### src/rtl/mac_lane_pkg.sv
// mac_lane_pkg: lane config bit layout, output shift decode and saturation select for mac_lane_array
package mac_lane_pkg;
    localparam int CFG_MODE = 0;
    localparam int CFG_SIGNED = 1;
    localparam int CFG_SHIFT_LO = 2;
    localparam int CFG_SHIFT_HI = 3;

    function automatic logic [4:0] shift_amt(input logic [1:0] code);
        return code == 2'd0 ? 5'd0 : code == 2'd1 ? 5'd4 : code == 2'd2 ? 5'd8 : 5'd16;
    endfunction

    // Returns 2'b01 to clamp high, 2'b10 to clamp low, 2'b00 to keep the raw sum x+y=s.
    function automatic logic [1:0] sat_sel(input logic sgn, input logic x_msb, input logic y_msb,
                                           input logic s_msb, input logic carry);
        return !sgn ? {1'b0, carry} : (x_msb == y_msb && s_msb != x_msb) ? {x_msb, !x_msb} : 2'b00;
    endfunction
endpackage

### src/rtl/mac_lane_array_if.sv
// mac_lane_array_if: operand/result bus of mac_lane_array
interface mac_lane_array_if #(
    parameter int NUM_LANES = 4,
    parameter int MIN_WIDTH = 8,
    parameter int ACC_WIDTH = 32
);
    logic en, in_valid, acc_clr, out_valid;
    logic [NUM_LANES*MIN_WIDTH-1:0] a, b;
    logic [NUM_LANES*ACC_WIDTH-1:0] out;
    modport master(output en, in_valid, acc_clr, a, b, input out, out_valid);
    modport slave(input en, in_valid, acc_clr, a, b, output out, out_valid);
endinterface

### src/rtl/mac_lane.sv
// mac_lane: one lane's S2 stage (multiply, accumulate, output shift); MAC_LANE_SAT_EN makes MAC mode saturate
module mac_lane
    import mac_lane_pkg::*;
#(
    parameter int MIN_WIDTH = 8,
    parameter int ACC_WIDTH = 32
) (
    input  logic                 clk,
    input  logic                 rst,
    input  logic                 en,
    input  logic                 valid,
    input  logic                 clr,
    input  logic [3:0]           cfg,
    input  logic [MIN_WIDTH-1:0] a,
    input  logic [MIN_WIDTH-1:0] b,
    output logic [ACC_WIDTH-1:0] out
);
    logic sgn;
    logic [4:0] sh;
    logic [ACC_WIDTH-1:0] a_x, b_x, prod, base, sum, nxt, acc;
    logic signed [ACC_WIDTH-1:0] nxt_ash;

    assign sgn = cfg[CFG_SIGNED];
    assign sh = shift_amt(cfg[CFG_SHIFT_HI:CFG_SHIFT_LO]);
    // Extending the operands first makes one ACC-wide multiply exact for both signednesses.
    assign a_x = {{(ACC_WIDTH-MIN_WIDTH){sgn & a[MIN_WIDTH-1]}}, a};
    assign b_x = {{(ACC_WIDTH-MIN_WIDTH){sgn & b[MIN_WIDTH-1]}}, b};
    assign prod = a_x * b_x;
    assign base = clr ? '0 : acc;
`ifdef MAC_LANE_SAT_EN
    logic [ACC_WIDTH:0] sum_w;
    logic [1:0] sat;
    assign sum_w = {1'b0, base} + {1'b0, prod};
    assign sat = sat_sel(sgn, base[ACC_WIDTH-1], prod[ACC_WIDTH-1], sum_w[ACC_WIDTH-1], sum_w[ACC_WIDTH]);
    assign sum = sat[0] ? (sgn ? {1'b0, {(ACC_WIDTH-1){1'b1}}} : '1)
               : sat[1] ? {1'b1, {(ACC_WIDTH-1){1'b0}}} : sum_w[ACC_WIDTH-1:0];
`else
    assign sum = base + prod;
`endif
    assign nxt = cfg[CFG_MODE] ? sum : prod;
    assign nxt_ash = $signed(nxt) >>> sh;

    always_ff @(posedge clk) begin
        if (rst) begin
            acc <= '0;
            out <= '0;
        end else if (en && valid) begin
            acc <= nxt;
            out <= sgn ? nxt_ash : nxt >> sh;
        end else if (en && clr) begin
            acc <= '0;
        end
    end
endmodule

### src/rtl/mac_lane_array.sv
// mac_lane_array: NUM_LANES MAC lanes with scan-loaded per-lane config; MAC_LANE_SAT_EN enables MAC saturation
module mac_lane_array
    import mac_lane_pkg::*;
#(
    parameter int NUM_LANES   = 4,
    parameter int MIN_WIDTH   = 8,
    parameter int ACC_WIDTH   = 32,
    parameter int LANE_CONF_W = 4
) (
    input  logic clk,
    input  logic rst,
    input  logic cen,
    input  logic cset,
    input  logic shift_in,
    output logic shift_out,
    output logic cset_out,
    mac_lane_array_if.slave bus
);
    localparam int TOT = NUM_LANES * LANE_CONF_W;

    logic [TOT-1:0] shreg, active_cfg, s1_cfg;
    logic [NUM_LANES*MIN_WIDTH-1:0] s1_a, s1_b;
    logic s1_valid, s1_clr;

    assign shift_out = shreg[TOT-1];

    // Scan chain and active config ignore en; S1 snapshots the config so in-flight beats keep theirs.
    always_ff @(posedge clk) begin
        if (rst) begin
            shreg <= '0;
            active_cfg <= '0;
            cset_out <= 1'b0;
            s1_cfg <= '0;
            s1_a <= '0;
            s1_b <= '0;
            s1_valid <= 1'b0;
            s1_clr <= 1'b0;
            bus.out_valid <= 1'b0;
        end else begin
            if (cen) shreg <= {shreg[TOT-2:0], shift_in};
            if (cset) active_cfg <= shreg;
            cset_out <= cset;
            if (bus.en) begin
                s1_cfg <= active_cfg;
                s1_a <= bus.a;
                s1_b <= bus.b;
                s1_valid <= bus.in_valid;
                s1_clr <= bus.acc_clr;
                bus.out_valid <= s1_valid;
            end
        end
    end

    for (genvar i = 0; i < NUM_LANES; i++) begin : g_lane
        mac_lane #(.MIN_WIDTH(MIN_WIDTH), .ACC_WIDTH(ACC_WIDTH)) u_lane (
            .clk(clk),
            .rst(rst),
            .en(bus.en),
            .valid(s1_valid),
            .clr(s1_clr),
            .cfg(s1_cfg[i*LANE_CONF_W +: LANE_CONF_W]),
            .a(s1_a[i*MIN_WIDTH +: MIN_WIDTH]),
            .b(s1_b[i*MIN_WIDTH +: MIN_WIDTH]),
            .out(bus.out[i*ACC_WIDTH +: ACC_WIDTH])
        );
    end
endmodule

### src/flat_wrapper.sv
// flat-port wrapper written by rule: the top's interface ports become plain ports
module mac_lane_array_flat import mac_lane_pkg::*;
#(
    parameter int NUM_LANES   = 4,
    parameter int MIN_WIDTH   = 8,
    parameter int ACC_WIDTH   = 32,
    parameter int LANE_CONF_W = 4
)
  (clk, rst, cen, cset, shift_in, shift_out, cset_out, bus_en, bus_in_valid, bus_acc_clr, bus_a, bus_b, bus_out, bus_out_valid);
  mac_lane_array_if #(.NUM_LANES(NUM_LANES), .MIN_WIDTH(MIN_WIDTH), .ACC_WIDTH(ACC_WIDTH)) bus_i ();
  input  logic clk;
  input  logic rst;
  input  logic cen;
  input  logic cset;
  input  logic shift_in;
  output logic shift_out;
  output logic cset_out;
  input wire logic [$bits(bus_i.en)-1:0] bus_en;
  input wire logic [$bits(bus_i.in_valid)-1:0] bus_in_valid;
  input wire logic [$bits(bus_i.acc_clr)-1:0] bus_acc_clr;
  input wire logic [$bits(bus_i.a)-1:0] bus_a;
  input wire logic [$bits(bus_i.b)-1:0] bus_b;
  output wire logic [$bits(bus_i.out)-1:0] bus_out;
  output wire logic [$bits(bus_i.out_valid)-1:0] bus_out_valid;
  assign bus_i.en = bus_en;
  assign bus_i.in_valid = bus_in_valid;
  assign bus_i.acc_clr = bus_acc_clr;
  assign bus_i.a = bus_a;
  assign bus_i.b = bus_b;
  assign bus_out = bus_i.out;
  assign bus_out_valid = bus_i.out_valid;
  mac_lane_array #(.NUM_LANES(NUM_LANES), .MIN_WIDTH(MIN_WIDTH), .ACC_WIDTH(ACC_WIDTH), .LANE_CONF_W(LANE_CONF_W)) u_core (.clk(clk), .rst(rst), .cen(cen), .cset(cset), .shift_in(shift_in), .shift_out(shift_out), .cset_out(cset_out), .bus(bus_i));
endmodule
### config.mk
export PLATFORM = sky130hd
export DESIGN_NAME = mac_lane_array_flat
export DESIGN_NICKNAME = d
export VERILOG_FILES = /design/src/rtl/mac_lane_pkg.sv /design/src/rtl/mac_lane_array_if.sv /design/src/rtl/mac_lane.sv /design/src/rtl/mac_lane_array.sv /design/src/flat_wrapper.sv
export SDC_FILE = /design/constraint.sdc
export NUM_CORES = 2
export LEC_CHECK = 0
export CORE_AREA = 2 2 315 317
export CTS_CLUSTER_DIAMETER = 50
export DETAILED_ROUTE_END_ITERATION = 10
export DIE_AREA = 0 0 317 319
export GPL_ROUTABILITY_DRIVEN = 1
export PLACE_DENSITY = 0.64
export SYNTH_ARGS = -nofsm -noshare
export SYNTH_HDL_FRONTEND = slang
export SYNTH_HIERARCHICAL = 1
export SYNTH_SLANG_ARGS = --single-unit
### constraint.sdc
create_clock -name clk -period 12.7 [get_ports clk]
set_clock_uncertainty 0.2 [all_clocks]
set_input_delay 1.27 -clock clk [delete_from_list [all_inputs] [get_ports clk]]
set_output_delay 1.27 -clock clk [all_outputs]
set_load 0.01 [all_outputs]
Word level (Yosys, flattened, before mapping)
Cells that the tools add are included.

operators by class
  $add $sub $neg = 4
  multipliers = 4
  eq/ne operators = 8
  shifts and indexed selects = 8
  multiplexer cells = 29
  bitwise logic cells = 8
  reduce and logical (&&, ||, !) cells = 7

operator list
  operator                                                         number
  32-bit two-way mux                                               17
  32-bit adder                                                     4
  32-bit by 5-bit >> shifter with 32-bit output                    4
  32-bit by 5-bit >>> shifter with 32-bit output                   4
  9-bit by 9-bit multiplier with 18-bit output                     4
  5-bit two-way mux                                                12
  1-bit bitwise AND                                                8
  2-bit by 1-bit == test with 1-bit output, second input constant  4
  2-bit == test, second input constant                             4
  2-bit logical NOT                                                4
  1-bit logical AND                                                2
  2-bit nonzero test                                               1

word-level totals
  bits in registers = 372
  output and inout bits = 131

Longest topological paths before layout
  word-level depth = 6
  depth in mapped cells = 34
  depth with buffers taken out = 31

Hierarchy
Netlist, hierarchy kept.

by module, submodules not included
  module                                   instances  cells each  area an instance (µm²)  sequential area each (µm²)
  mac_lane at u_core.g_lane[2].u_lane ...  2          1110        8695.8                  1281.2
  mac_lane at u_core.g_lane[1].u_lane      1          1098        8674.6                  1281.2
  mac_lane at u_core.g_lane[0].u_lane      1          1055        8520.7                  1281.2
  mac_lane_array                           1          373         4160.2                  2322.2

Worst setup path after synthesis
Ideal clock, no wire load.

  kind = register to register
  start point = register u_core.s1_b[7]
  end point = register u_core.g_lane[0].u_lane.out[10]
  data arrival time = 8.392 ns
  data required time = 12.358 ns
  path slack = 3.966 ns
  cell stages (with the launch flop) = 32
  cell sequence = dfxtp_1 -> clkbuf_1 -> nand2_1 -> or2_2 -> fa_1 -> fa_1 -> inv_1 -> fa_1 -> fa_1 -> inv_1 -> fa_1 -> inv_1 -> ha_1 -> o21ai_0 -> o21a_1 -> o21a_1 -> nor3_2 -> nor2_8 -> inv_2 -> clkbuf_1 -> ha_1 -> and3_1 -> a221o_1 -> a21o_1 -> a21o_1 -> a21o_1 -> a21o_1 -> o31ai_1 -> a221oi_1 -> or3_1 -> o211ai_1 -> a311oi_1

between the ends
  word-level cells in the longest chain between the ends = 6
  elaborated cells on any way between the ends = 7
  classes of those cells = 1 x add/sub; 1 x mul; 2 x shift; 2 x mux; 1 x bitwise

RTL lines
  what                                                                                                             RTL line                        RTL
  start, declared                                                                                                  mac_lane_array.sv:22            logic [NUM_LANES*MIN_WIDTH-1:0] s1_a, s1_b;
  start signal, assigned                                                                                           mac_lane_array.sv:46            s1_b <= bus.b;
  1-bit bitwise AND                                                                                                mac_lane.sv:27                  assign b_x = {{(ACC_WIDTH-MIN_WIDTH){sgn & b[MIN_WIDTH-1]}}, b};
  9-bit by 9-bit multiplier with 18-bit output *                                                                   mac_lane.sv:28                  assign prod = a_x * b_x;
  32-bit adder                                                                                                     mac_lane.sv:38                  assign sum = base + prod;
  32-bit two-way mux *                                                                                             mac_lane.sv:40                  assign nxt = cfg[CFG_MODE] ? sum : prod;
  32-bit by 5-bit >> shifter with 32-bit output or 32-bit by 5-bit >>> shifter with 32-bit output (tied branches)  mac_lane.sv:49, mac_lane.sv:41
  32-bit two-way mux *                                                                                             mac_lane.sv:49                  out <= sgn ? nxt_ash : nxt >> sh;
  end signal, assigned                                                                                             mac_lane.sv:49
  end, declared                                                                                                    mac_lane.sv:16                  output logic [ACC_WIDTH-1:0] out

Every way passes the cells marked *; elsewhere a longest branch is shown, timed or not.
A chain may end at the register's enable or synchronous reset.

Worst setup path in the final report
  start point = register u_core.s1_cfg[13]
  end point = register u_core.g_lane[3].u_lane.out[27]

between the ends
  word-level cells in the longest chain between the ends = 6
  elaborated cells on any way between the ends = 8
  classes of those cells = 1 x add/sub; 1 x mul; 2 x shift; 2 x mux; 2 x bitwise

RTL lines
  what                                                                                                             RTL line                        RTL
  start, declared                                                                                                  mac_lane_array.sv:21            logic [TOT-1:0] shreg, active_cfg, s1_cfg;
  start signal, assigned                                                                                           mac_lane_array.sv:44            s1_cfg <= active_cfg;
  1-bit bitwise AND, on equally long branches                                                                      mac_lane.sv:26, mac_lane.sv:27
  9-bit by 9-bit multiplier with 18-bit output                                                                     mac_lane.sv:28
  32-bit adder                                                                                                     mac_lane.sv:38
  32-bit two-way mux                                                                                               mac_lane.sv:40
  32-bit by 5-bit >> shifter with 32-bit output or 32-bit by 5-bit >>> shifter with 32-bit output (tied branches)  mac_lane.sv:49, mac_lane.sv:41
  32-bit two-way mux *                                                                                             mac_lane.sv:49
  end signal, assigned                                                                                             mac_lane.sv:49
  end, declared                                                                                                    mac_lane.sv:16

Marks and branches as above.

==> impl_metrics.json <==
{
  "status": "completed",
  "hold_buffers": 0,
  "clockRootBuffer": "clkbuf_16",
  "min_period_over_period_pct": 77.5,
  "synth_top_area_cell": "dfxtp_1",
  "syn_area_um2": 38700,
  "dr_wl_met2_mm": 49.5,
  "synthTopCellsByCount": "nor2_1, nand2_1, inv_1",
  "final_antenna_net_count": 0,
  "rsz0062_at_grt": "false",
  "relSlewSlack_pct": 22.5,
  "io_buffers": 202,
  "crit_fanout": 26,
  "die_w_um": 317,
  "fmax_mhz": 102,
  "slew_viol_final": 0,
  "dr.first_iter.drc_count": 2864,
  "drt-wirelength-per-cell_um": 18.4,
  "start_kind": "register",
  "dp_hpwl_mm": 82.7,
  "p_per_area_nw_per_um2": 80.1,
  "finalHoldViolCount": 0,
  "drtPass1Iterations": 5,
  "maxCapViolCount": 0,
  "finalSetupViolCount": 0,
  "core_area_um2": 97700,
  "grt_max_degree": 144,
  "start_util_pct": 39.7,
  "grt_pass1_wl_mm": 183,
  "cts_setup_buffers": 0,
  "dpl_cell_area_um2": 41500,
  "cpPeakStageDelay_ns": 0.78,
  "ys_ff_latch": 372,
  "synth_area_leaders": "dfxtp_1, fa_1, ha_1",
  "power_leakage_uw": 0.0196,
  "ios": 203,
  "cts_resized": 0,
  "avgSynthCellArea_um2": 8.16,
  "dr_wl_met3_mm": 7.15,
  "synthArstFlopShare_pct": 0,
  "die_h_um": 319,
  "tightest_slew_ns": 1.15,
  "topRoutingLayerUsed": "met4",
  "period_minus_slack_ns": 9.84,
  "drive_gt1_share_pct": 6.04,
  "hold_class": "register to register",
  "clock-sinks": 372,
  "crit_type": "register to register",
  "fillers": 9695,
  "gp_congestion": 0.918,
  "syn_inst": 4746,
  "regArea_um2": 7450,
  "required_ns": 13.03,
  "num_vias": 34600,
  "finalNetCount": 5395,
  "wl_met1_mm": 53.6,
  "grt_pass1_vias": 33300,
  "antennaDiodeCount": 0,
  "synth_warnings": 6,
  "route.detailed.drc": 0,
  "area_growth_pct": 12.8,
  "crit_arrival_ns": 10.17,
  "insertion_delay_ns": 0.61,
  "synth_ff_type": "dfxtp_1",
  "synth-edff-count": 0,
  "numCtsBuffers": 68,
  "clockBufferDepth": 3,
  "ys_types": 112,
  "critPathSlowestCell": "nor3_1",
  "yosysSeqAreaShare_pct": 19.2,
  "syn_nets": 5362,
  "antenna_found_initial": 1,
  "peakVddDrop_uv": 100,
  "multiInputGateArea_um2": 28700,
  "vias_per_cell": 5.65,
  "cts_tree": "done",
  "die-area_um2": 101000,
  "final_util_pct": 44.8,
  "clk_pin_slew_ns": 0.06,
  "yosysMostFrequentCell": "nor2_1",
  "drt_wl_total_mm": 113,
  "grt_overflow": 0,
  "grt_usage_pct": 22.1,
  "synth_top_area_share_pct": 19.2,
  "htree_levels": 3,
  "num_rows": 115,
  "final_area_um2": 43700,
  "fin_tns_setup_ns": 0,
  "end_kind": "register"
}
==> where the power goes <==
group	switching [µW]	internal, µW
clock network	703	1100
logic	259	186
registers	55.6	1200
total	1020	2490
==> metrics by stage <==
step	hold slack (ns)	cells	power (µW)	setup WS, ns
floorplan	0.227	4746	1560	3.97
global placement	0.240	5996	1720	3.26
detailed placement	0.249	5996	1720	3.09
CTS	0.256	6120	3550	3.02
global route	0.284	6120	3650	2.25
finish	0.254	6120	3500	2.86
==> flip-flops by register name, summed over array words and instances (netlist names) <==
signal                    flops
u_core/cset_out               1
u_core/s1_a                  32
u_core/s1_b                  32
u_core/s1_valid               1
u_core/g_lane.u_lane/out    128
u_core/shreg                 16
u_core/g_lane.u_lane/acc    128
u_core/active_cfg            16
u_core/s1_clr                 1
u_core/s1_cfg                16
u_core/bus.out_valid          1
==> cell type report <==
| type | instances | share of cell area, % |
|---|---|---|
| Sequential cell | 372 | 17.0 |
| Multi-Input combinational cell | 3715 | 65.6 |
| Clock buffer | 80 | 4.11 |
| Tap cell | 1287 | 3.68 |
| Timing Repair Buffer | 236 | 5.25 |
| Clock inverter | 44 | 1.02 |
| Inverter | 386 | 3.31 |
==> cells in the final DEF (no fill, tap or decap), types with 31 or more instances in the layout <==
cell,instances
o21bai_1,31
mux2i_1,166
or3_1,33
nand2b_1,52
nand4_1,35
a21oi_1,255
and3_1,37
a311oi_1,40
nor2b_1,150
a31oi_1,50
a211oi_1,70
nand2_1,386
xor2_1,34
a21o_1,87
clkdlybuf4s50_1,200
nor2_1,591
and2_1,158
nand3_1,78
ha_1,260
inv_1,377
o21a_1,45
a22oi_1,83
dfxtp_1,368
o211ai_1,46
fa_1,284
buf_4,33
xnor2_1,99
o21ai_0,169
nor3_1,67
clkbuf_16,68
==> path summary, 6_finish.rpt <==
| kind | from | endpoint | slack [ns] | cells after the start |
|---|---|---|---|---|
| worst max register to register | u_core/s1_cfg[13]$_SDFFE_PP0P_ | u_core/g_lane[3].u_lane/out[27]$_SDFFE_PP0P_ | 2.86 | 28 |
| worst min-delay path | u_core/g_lane[1].u_lane/acc[17]$_SDFFE_PP0P_ | u_core/g_lane[1].u_lane/acc[17]$_SDFFE_PP0P_ | 0.25 | 2 |
| worst max-delay path | u_core/s1_cfg[13]$_SDFFE_PP0P_ | u_core/g_lane[3].u_lane/out[27]$_SDFFE_PP0P_ | 2.86 | 28 |
| worst min register to register | u_core/g_lane[1].u_lane/acc[17]$_SDFFE_PP0P_ | u_core/g_lane[1].u_lane/acc[17]$_SDFFE_PP0P_ | 0.25 | 2 |
==> worst max-delay path, delay by kind of cell, from the launching register on <==
family / cells / cell delay, ns
buffers and inverters: 4 / 0.62
adders and majority gates: 7 / 3.29
and+or+nand+nor: 7 / 2.53
AOI/OAI and AO/OA: 10 / 2.35
DFF: 1 / 0.74
==> cells by family (layout without fill, tap and decap cells) <==
family / Yosys count / in the layout / synth area share, %
simple gates: 1699 / 1699 / 21.2
compound gates: 1126 / 1126 / 20.2
buf+inv: 659 / 746 / 6.89
fa+ha+maj: 544 / 544 / 23.1
flops: 372 / 372 / 19.2
mux: 199 / 199 / 5.65
xor+xnor: 147 / 147 / 3.80
==> layer usage <==
metal / vias up / track usage [%]
li1: 16600 / -
met1: 16700 / 32.7
met2: 1147 / 33.6
met3: 160 / 3.00
met4: 0 / 5.86
met5: - / 0
No activity file was read; power rests on OpenSTA's default activity.
